File: src/rtl/aes_v2_pkg.sv
// Shared types and constants for the AES v2 round sequencer: state enum,
// column/step counts and the word-index helpers used by the operand selector.
package aes_v2_pkg;

  localparam int AES_NCOL       = 4;
  localparam int AES_WORD_W     = 32;
  localparam int AES_STEPS_FULL = 8;
  localparam int AES_STEPS_LAST = 4;
  localparam int AES_STEP_W     = 3;

  // Column offsets; 2-bit arithmetic wraps modulo AES_NCOL for free.
  localparam logic [1:0] COL_NEXT = 2'd1;
  localparam logic [1:0] COL_HALF = 2'd2;
  localparam logic [1:0] COL_TOP  = 2'(AES_NCOL - 1);

  localparam logic [AES_STEP_W-1:0] STEP_END_FULL = AES_STEP_W'(AES_STEPS_FULL - 1);
  localparam logic [AES_STEP_W-1:0] STEP_END_LAST = AES_STEP_W'(AES_STEPS_LAST - 1);

  typedef logic [AES_WORD_W-1:0] word_t;
  typedef word_t [AES_NCOL-1:0]  words_t;

  typedef enum logic [1:0] {
    IDLE  = 2'd0,
    ISSUE = 2'd1,
    GAP   = 2'd2,
    FIN   = 2'd3
  } seq_state_e;

endpackage

File: src/rtl/aes_v2_round_seq_if.sv
// Request/response bus between the round sequencer (master) and the shared
// SubBytes/MixColumns unit (slave).
interface aes_v2_round_seq_if;
  import aes_v2_pkg::*;

  // Handshake: the master raises aes_valid with sub/enc/rot/rs1/rs2 stable and
  // keeps them unchanged until the slave answers with aes_ready=1 and aes_rd
  // valid in the same cycle; that cycle completes the transfer. aes_ready is
  // meaningless while aes_valid is low.
  logic  aes_valid;
  logic  aes_sub;
  logic  aes_enc;
  logic  aes_rot;
  word_t aes_rs1;
  word_t aes_rs2;
  logic  aes_ready;
  word_t aes_rd;

  modport master (
    output aes_valid, aes_sub, aes_enc, aes_rot, aes_rs1, aes_rs2,
    input  aes_ready, aes_rd
  );

  modport slave (
    input  aes_valid, aes_sub, aes_enc, aes_rot, aes_rs1, aes_rs2,
    output aes_ready, aes_rd
  );

endinterface

File: src/rtl/aes_v2_round_seq_opsel.sv
// Operand selector: maps a step number onto the operands and controls of that
// step. Steps 0-3 are sub steps over S, steps 4-7 are mix steps over T.
module aes_v2_round_seq_opsel
  import aes_v2_pkg::*;
(
  input  logic [AES_STEP_W-1:0] step,
  input  words_t                s,
  input  words_t                t,
  output word_t                 rs1,
  output word_t                 rs2,
  output logic                  sub,
  output logic                  rot
);

  logic [1:0] col;

  always_comb begin
    col = step[1:0];
    sub = ~step[2];
    rs1 = '0;
    rs2 = '0;
    rot = 1'b0;
    if (sub) begin
      rs1 = s[col];
      rs2 = s[col + COL_NEXT];
      rot = step[0];
    end else begin
      rs1 = t[col];
      rs2 = t[col + COL_HALF];
    end
  end

endmodule

File: src/rtl/aes_v2_round_seq.sv
// AES v2 round sequencer: issues the sub/mix steps of one round to the shared
// unit and returns the new state. AES_V2_ROUND_SEQ_KEYXOR_EN enables AddRoundKey.
module aes_v2_round_seq
  import aes_v2_pkg::*;
(
  input  logic                g_clk,
  input  logic                g_reset,
  input  logic                start,
  input  logic                enc,
  input  logic                last,
  input  logic [127:0]        state_in,
  input  logic [127:0]        rkey,
  output logic                busy,
  output logic                done,
  output logic [127:0]        state_out,
  aes_v2_round_seq_if.master  aes,
  output seq_state_e          dbg_state
);

  seq_state_e            state_q, state_d;
  logic [AES_STEP_W-1:0] step_q;
  logic                  enc_q;
  logic                  last_q;
  words_t                s_q, t_q, u_q;
  words_t                work_fin;
  words_t                result;
  logic [127:0]          state_out_q;
  logic                  accept, capture, final_step;
  word_t                 op_rs1, op_rs2;
  logic                  op_sub, op_rot;

  assign accept     = (state_q == IDLE) && start;
  assign capture    = (state_q == ISSUE) && aes.aes_ready;
  assign final_step = last_q ? (step_q == STEP_END_LAST) : (step_q == STEP_END_FULL);

  always_comb begin
    state_d = state_q;
    case (state_q)
      IDLE:    if (start) state_d = ISSUE;
      ISSUE:   if (aes.aes_ready) state_d = final_step ? FIN : GAP;
      GAP:     state_d = ISSUE;
      FIN:     state_d = IDLE;
      default: state_d = IDLE;
    endcase
  end

  // The last step of either round kind lands in column 3, so the final word
  // comes straight from the unit while the other three are already stored.
  always_comb begin
    work_fin          = last_q ? t_q : u_q;
    work_fin[COL_TOP] = aes.aes_rd;
  end

`ifdef AES_V2_ROUND_SEQ_KEYXOR_EN
  words_t key_q;

  assign result = work_fin ^ key_q;

  always_ff @(posedge g_clk or posedge g_reset) begin
    if (g_reset)     key_q <= '0;
    else if (accept) key_q <= rkey;
  end
`else
  logic unused_rkey;

  assign unused_rkey = ^rkey;
  assign result      = work_fin;
`endif

  always_ff @(posedge g_clk or posedge g_reset) begin
    if (g_reset) begin
      state_q     <= IDLE;
      step_q      <= '0;
      enc_q       <= 1'b0;
      last_q      <= 1'b0;
      s_q         <= '0;
      t_q         <= '0;
      u_q         <= '0;
      state_out_q <= '0;
    end else begin
      state_q <= state_d;
      if (accept) begin
        enc_q  <= enc;
        last_q <= last;
        s_q    <= state_in;
        step_q <= '0;
      end
      if (capture) begin
        if (!step_q[2]) t_q[step_q[1:0]] <= aes.aes_rd;
        else            u_q[step_q[1:0]] <= aes.aes_rd;
        if (final_step) state_out_q <= result;
        else            step_q      <= step_q + 1'b1;
      end
    end
  end

  aes_v2_round_seq_opsel u_opsel (
    .step (step_q),
    .s    (s_q),
    .t    (t_q),
    .rs1  (op_rs1),
    .rs2  (op_rs2),
    .sub  (op_sub),
    .rot  (op_rot)
  );

  // Operands only depend on registered step/work state, so they hold steady
  // for the whole ISSUE period; outside ISSUE the bus is driven to zero.
  assign aes.aes_valid = (state_q == ISSUE);
  assign aes.aes_sub   = (state_q == ISSUE) && op_sub;
  assign aes.aes_rot   = (state_q == ISSUE) && op_rot;
  assign aes.aes_rs1   = (state_q == ISSUE) ? op_rs1 : '0;
  assign aes.aes_rs2   = (state_q == ISSUE) ? op_rs2 : '0;
  assign aes.aes_enc   = enc_q;

  assign busy      = (state_q != IDLE);
  assign done      = (state_q == FIN);
  assign state_out = state_out_q;
  assign dbg_state = state_q;

endmodule

File: src/flat_wrapper.sv
// flat-port wrapper written by rule: the top's interface ports become plain ports
module aes_v2_round_seq_flat import aes_v2_pkg::*;
  (g_clk, g_reset, start, enc, last, state_in, rkey, busy, done, state_out, dbg_state, aes_aes_valid, aes_aes_sub, aes_aes_enc, aes_aes_rot, aes_aes_rs1, aes_aes_rs2, aes_aes_ready, aes_aes_rd);
  aes_v2_round_seq_if aes_i ();
  input  logic g_clk;
  input  logic g_reset;
  input  logic start;
  input  logic enc;
  input  logic last;
  input  logic [127:0] state_in;
  input  logic [127:0] rkey;
  output logic busy;
  output logic done;
  output logic [127:0] state_out;
  output seq_state_e dbg_state;
  output wire logic [$bits(aes_i.aes_valid)-1:0] aes_aes_valid;
  output wire logic [$bits(aes_i.aes_sub)-1:0] aes_aes_sub;
  output wire logic [$bits(aes_i.aes_enc)-1:0] aes_aes_enc;
  output wire logic [$bits(aes_i.aes_rot)-1:0] aes_aes_rot;
  output wire logic [$bits(aes_i.aes_rs1)-1:0] aes_aes_rs1;
  output wire logic [$bits(aes_i.aes_rs2)-1:0] aes_aes_rs2;
  input wire logic [$bits(aes_i.aes_ready)-1:0] aes_aes_ready;
  input wire logic [$bits(aes_i.aes_rd)-1:0] aes_aes_rd;
  assign aes_aes_valid = aes_i.aes_valid;
  assign aes_aes_sub = aes_i.aes_sub;
  assign aes_aes_enc = aes_i.aes_enc;
  assign aes_aes_rot = aes_i.aes_rot;
  assign aes_aes_rs1 = aes_i.aes_rs1;
  assign aes_aes_rs2 = aes_i.aes_rs2;
  assign aes_i.aes_ready = aes_aes_ready;
  assign aes_i.aes_rd = aes_aes_rd;
  aes_v2_round_seq u_core (.g_clk(g_clk), .g_reset(g_reset), .start(start), .enc(enc), .last(last), .state_in(state_in), .rkey(rkey), .busy(busy), .done(done), .state_out(state_out), .aes(aes_i), .dbg_state(dbg_state));
endmodule
File: config.mk
export PLATFORM = sky130hd
export DESIGN_NAME = aes_v2_round_seq_flat
export DESIGN_NICKNAME = d
export VERILOG_FILES = /design/src/rtl/aes_v2_pkg.sv /design/src/rtl/aes_v2_round_seq_if.sv /design/src/rtl/aes_v2_round_seq_opsel.sv /design/src/rtl/aes_v2_round_seq.sv /design/src/flat_wrapper.sv
export SDC_FILE = /design/constraint.sdc
export NUM_CORES = 1
export LEC_CHECK = 0
export ABC_AREA = 1
export CELL_PAD_IN_SITES_DETAIL_PLACEMENT = 0
export CELL_PAD_IN_SITES_GLOBAL_PLACEMENT = 1
export CORE_MARGIN = 10
export CORE_UTILIZATION = 40
export DETAILED_ROUTE_END_ITERATION = 10
export GPL_TIMING_DRIVEN = 0
export PLACE_DENSITY_LB_ADDON = 0.1
export RECOVER_POWER = 100
export SYNTH_ARGS = -nofsm -noshare
export SYNTH_HDL_FRONTEND = slang
export SYNTH_SLANG_ARGS = --single-unit
File: constraint.sdc
create_clock -name g_clk -period 37 [get_ports g_clk]
set_input_delay 5.55 -clock g_clk [delete_from_list [all_inputs] [get_ports g_clk]]
set_output_delay 5.55 -clock g_clk [all_outputs]
set_load 0.01 [all_outputs]
### Yosys cells after proc, flatten, opt, wreduce, memory -nomap -nowiden

Cells that the tools add are included.

* word-level logic and storage cells: 69
* output and inout port bits: 200
* bits of input ports: 294
* register bits after elaboration: 519

* reduce and logical (&&, ||, !) cells: 11
* bitwise operators: 1
* multiplexer cells: 26
* $add $sub $neg: 3
* equality and inequality tests: 7
* magnitude comparators: 4

Operators by type and width (number)
* two-way mux 32 bit: 9
* binary-select mux 32 bit (select 2 bit): 4
* bitwise mux 128 bit: 2
* two-way mux 96 bit: 1
* demux 32 bit (select 2 bit): 1
* less-than comparator 2 x 3 -> 1 bit (second input constant): 3
* two-way mux 3 bit: 3
* one-hot mux 2 bit (4 select lines): 1
* AND reduction 2 bit: 4
* logical AND 1 bit: 5
* == test 2 bit (second input constant): 2
* two-way mux 2 bit: 2
* adder 3 x 1 -> 3 bit (second input constant): 1
* == test 3 x 2 -> 1 bit (second input constant): 1
* == test 3 bit (second input constant): 1
* two-way mux 1 bit: 3
* adder 2 x 1 -> 2 bit (second input constant): 1
* adder 2 bit (second input constant): 1
* == test 2 x 1 -> 1 bit (second input constant): 1
* greater-or-equal comparator 2 x 1 -> 1 bit (second input constant): 1
* logical NOT 2 bit: 1
* != test 2 x 1 -> 1 bit (second input constant): 1
* != test 2 bit (second input constant): 1
* nonzero test 2 bit: 1
* NOT 1 bit: 1

### Logic depth before layout (Yosys ltp)

* depth in word-level cells: 5
* depth in mapped cells: 11
* gate-level depth less buffers: 8

### Modules after synthesis

From an unflattened synthesis, not the netlist that was laid out.

* cell total of the unflattened synthesis: 3631
* area, all modules: 25408.1 um^2

Modules (own cells, without submodules)
* aes_v2_round_seq: area each 21048.9 um^2, times used 1, cells an instance 2607
* aes_v2_round_seq_opsel: area each 4359.2 um^2, times used 1, cells an instance 1024

### Worst setup path before layout

No wires, ideal clock.

* path type: flip-flop to output port
* start point: reg u_core.step_q[0]
* end point: out aes_aes_rs2[26]
* slack: 29.165 ns
* path buffers: 5
* stages on the path, launching flop included: 12
* data required time: 31.450 ns
* data arrival time: 2.285 ns
* cells stage by stage: dfrtp_1 > buf_2 > clkinv_1 > buf_2 > buf_2 > ha_1 > clkbuf_1 > clkbuf_1 > a21oi_1 > o21ai_0 > nand3_1 > nand2_1

* cells in the longest elaborated chain, start to end: 5
* elaborated cells on any way between the ends: 8

Ends and longest elaborated chain
* from (decl): RTL line aes_v2_round_seq.sv:21 `logic [AES_STEP_W-1:0] step_q;`
* from (signal assigned): RTL line aes_v2_round_seq.sv:92 `else step_q <= step_q + 1'b1;`
* adder 2 x 1 -> 2 bit / adder 2 bit (equally long branches): RTL line aes_v2_round_seq_opsel.sv:25, aes_v2_round_seq_opsel.sv:29
* binary-select mux 32 bit (select 2 bit) (on tied branches): RTL line aes_v2_round_seq_opsel.sv:25, aes_v2_round_seq_opsel.sv:29
* two-way mux 32 bit (on tied branches): RTL line aes_v2_round_seq_opsel.sv:25, aes_v2_round_seq_opsel.sv:29
* two-way mux 32 bit *: RTL line aes_v2_round_seq_opsel.sv:23 `if (sub) begin`
* two-way mux 32 bit *: RTL line aes_v2_round_seq.sv:113 `assign aes.aes_rs2 = (state_q == ISSUE) ? op_rs2 : '0;`
* to (decl): RTL line flat_wrapper.sv:21 `output wire logic [$bits(aes_i.aes_rs2)-1:0] aes_aes_rs2;`

Every way passes the cells marked *; elsewhere a longest branch is shown, timed or not. The select of a mux whose other input is x is not followed.

==> reports/results.ini <==
[floorplan]
initial_core_util=0.4034
row_count=90
die_w_um=266.7
io_pins=494
dieArea_um2=71130
fp.dieH_um=266.7
fp.coreArea_um2=60360

[status]
violations=max-capacitance violations, max-slew violations
outcome=finished, violations left

[global_route]
grt_overflow_total=0
antenna_found_initial=1
grt_max_degree=110
grt_pass1_vias=23940
grt.total_usage=0.2822
grt_pass1_wl_um=152200

[sta]
finalHoldViolCount=0
rsz0062_at_grt=false
finalWorstSetupSlack_ps=19320
post-route-period-util=0.4779
finalMaxSlewViolations=394
fmax_mhz=56.55
setup_tns_ps=0
fin_skew_ps=39.18
fin_crit_ps=17680
setup_viol=0
slew_headroom=-2.858
worst_slew_pin_slew_ps=5787

[placement]
place_inst=4479
dpl_cell_area_um2=28770
place_ws_ps=27260
post-dp-hpwl_um=79990
io_buffer_count=332
place_congestion=0.9125

[synth]
yosys_warnings=0
synth_seq_cells=487
avgSynthCellArea_um2=7.244
syn_inst=3361
synth_seq_area_share=0.5006
netlist-cell-type-count=20
synth_area_um2=24350
synth_fp_nets=3659

[clocking]
cts_hold_buf=0
clock-root-buffer=clkbuf_16
path_clk_slew_ps=60
cts_resized=0
cts_tree=yes
cts_made_buffers=56
postCtsSetupBuffers=0
insertion_delay_ps=660
cts.htree.levels=2
clock_path_buffers=3
clkSinkCount=487

[route]
drc=0
drt.antenna.violating_nets=0
wirelength_um=102400
drt_iter0_markers=2087
vias=24210
post_drt_via_cell_ratio=5.282
first_pass_iters=6
wire_per_inst_um=22.34

[critical_path]
critPathCaptureType=async pin
crit_type=in -> async
start_kind=primary input
critPathArrivalTime_ps=17000
critPathRequiredTime_ps=36320
critical_path.max_fanout=109

[finish]
n_fill_cell=5979
drive_above_1_share=0.05104
fin_nets=4053
fin_cells=4584
area_delta_synth_final_pct=25.35
fin_area_um2=30520

[pwr]
power_frac_comb=0.443
p_per_area_nw_per_um2=86.26
finalPower_mw=2.632
p_clk_frac=0.219
vdd_drop_max_uv=48.74
internal_power_mw=1.447
p_sw_mw=1.186
seqPwrFrac=0.338
p_leak_nw=15.93
switching_share=0.4504

[hold_path]
holdCritPathClass=reg -> reg

[job]
drv_cap=4

==> final cells by class <==
class / count / area, µm² / area share
inverter: 162 / 609.3 / 0.01997
antenna: 1 / 2.502 / 0.00008200
clock inverter: 28 / 327.8 / 0.01074
sequential: 487 / 12190 / 0.3993
multi-input combinational: 2442 / 10340 / 0.3388
buffer: 270 / 1134 / 0.03714
tap: 782 / 978.4 / 0.03206
clock buffer: 76 / 1578 / 0.05170
timing repair buffer: 336 / 3362 / 0.1102
==> layout by cell type, fill, tap and decap left out <==
| cell | count |
|---|---|
| bufinv_16 | 5 |
| clkinv_2 | 16 |
| nand2_1 | 1409 |
| nor2_1 | 169 |
| clkinvlp_4 | 5 |
| clkinv_1 | 2 |
| nand3_1 | 527 |
| clkinvlp_2 | 1 |
| o211ai_1 | 22 |
| clkbuf_16 | 57 |
| dlygate4sd3_1 | 187 |
| clkbuf_1 | 174 |
| clkbuf_2 | 32 |
| clkdlybuf4s50_1 | 145 |
| buf_2 | 64 |
| dfrtp_1 | 487 |
| clkbuf_8 | 8 |
| buf_16 | 1 |
| inv_1 | 158 |
| diode_2 | 1 |
| ha_1 | 4 |
| or2_2 | 1 |
| clkinv_16 | 2 |
| nor2_4 | 1 |
| buf_1 | 14 |
| a21oi_1 | 109 |
| o21ai_0 | 200 |
| inv_2 | 1 |
==> final timing paths <==
path / startpoint / endpoint / slack [ps] / depth (start not counted)
setup / recovery: g_reset / u_core.t_q[29]$_DFFE_PP0P_ / 19320 / 4
hold / removal: u_core.state_out[110]$_DFFE_PP0P_ / u_core.state_out[110]$_DFFE_PP0P_ / 460 / 2
setup reg to reg: u_core.step_q[0]$_DFF_PP0_ / u_core.step_q[1]$_DFF_PP0_ / 32840 / 9
hold reg to reg: u_core.state_out[110]$_DFFE_PP0P_ / u_core.state_out[110]$_DFFE_PP0P_ / 460 / 2
max in group g_clk: u_core.step_q[0]$_DFF_PP0_ / aes_aes_rs2[27] / 25840 / 12
min in group asynchronous: g_reset / u_core.s_q[54]$_DFFE_PP0P_ / 6670 / 2
==> per-stage QoR <==
| stage | hold slack (ps) | utilization |
|---|---|---|
| finish | 463.7 | 0.5056 |
| global route | 486.3 | 0.5056 |
| CTS | 472.2 | 0.5081 |
| detailed placement | 457.0 | 0.4766 |
| global placement | 453.1 | 0.4746 |
| floorplan | 441.9 | - |
==> sequential cells by signal, summed over array words and instances (netlist names) <==
signal	flops
u_core.u_q	96
u_core.dbg_state	2
u_core.s_q	128
u_core.step_q	3
u_core.state_out	128
u_core.last_q	1
u_core.aes.aes_enc	1
u_core.t_q	128
==> synthesized netlist by cell type, drive strengths merged <==
master / number / area share
nand2: 1409 / 0.22
nand3: 527 / 0.11
dfrtp: 487 / 0.50
o21ai: 200 / 0.041
nor2: 170 / 0.027
inv: 160 / 0.025
clkbuf: 145 / 0.024
buf: 125 / 0.025
a21oi: 109 / 0.022
o211ai: 22 / 0.0068
ha: 4 / 0.0021
clkinv: 2 / 0.00031
or2: 1 / 0.00026
==> power groups by stage <==
stage / Clock, mW / Sequential, mW / Combinational (mW)
floorplan: 0 / 0.838 / 0.663
global placement: 0 / 0.887 / 1.17
detailed placement: 0 / 0.889 / 1.19
CTS: 0.585 / 0.882 / 1.20
global route: 0.605 / 0.906 / 1.29
finish: 0.578 / 0.889 / 1.17
==> critical path: stages <==
cell and delay, ps:
dlygate4sd3_1 540, clkinvlp_2 2410, clkbuf_1 4000, clkbuf_1 4300
==> kinds of logic after synthesis <==
family / share of synthesized area
AOI/OAI and AO/OA: 0.07031
and+or+nand+nor: 0.3529
DFF: 0.5006
buffers and inverters: 0.07421
adders and majority gates: 0.002056
==> layer usage <==
| layer | track usage | wire length [µm] | up-vias |
|---|---|---|---|
| li1 | - | - | 11450 |
| met1 | 0.3768 | 44220 | 11680 |
| met2 | 0.4685 | 48440 | 933 |
| met3 | 0.04399 | 7301 | 148 |
| met4 | 0.07800 | 2456 | 0 |
| met5 | 0 | 0 | - |
Note: power is estimated with default switching activity, not from simulation.
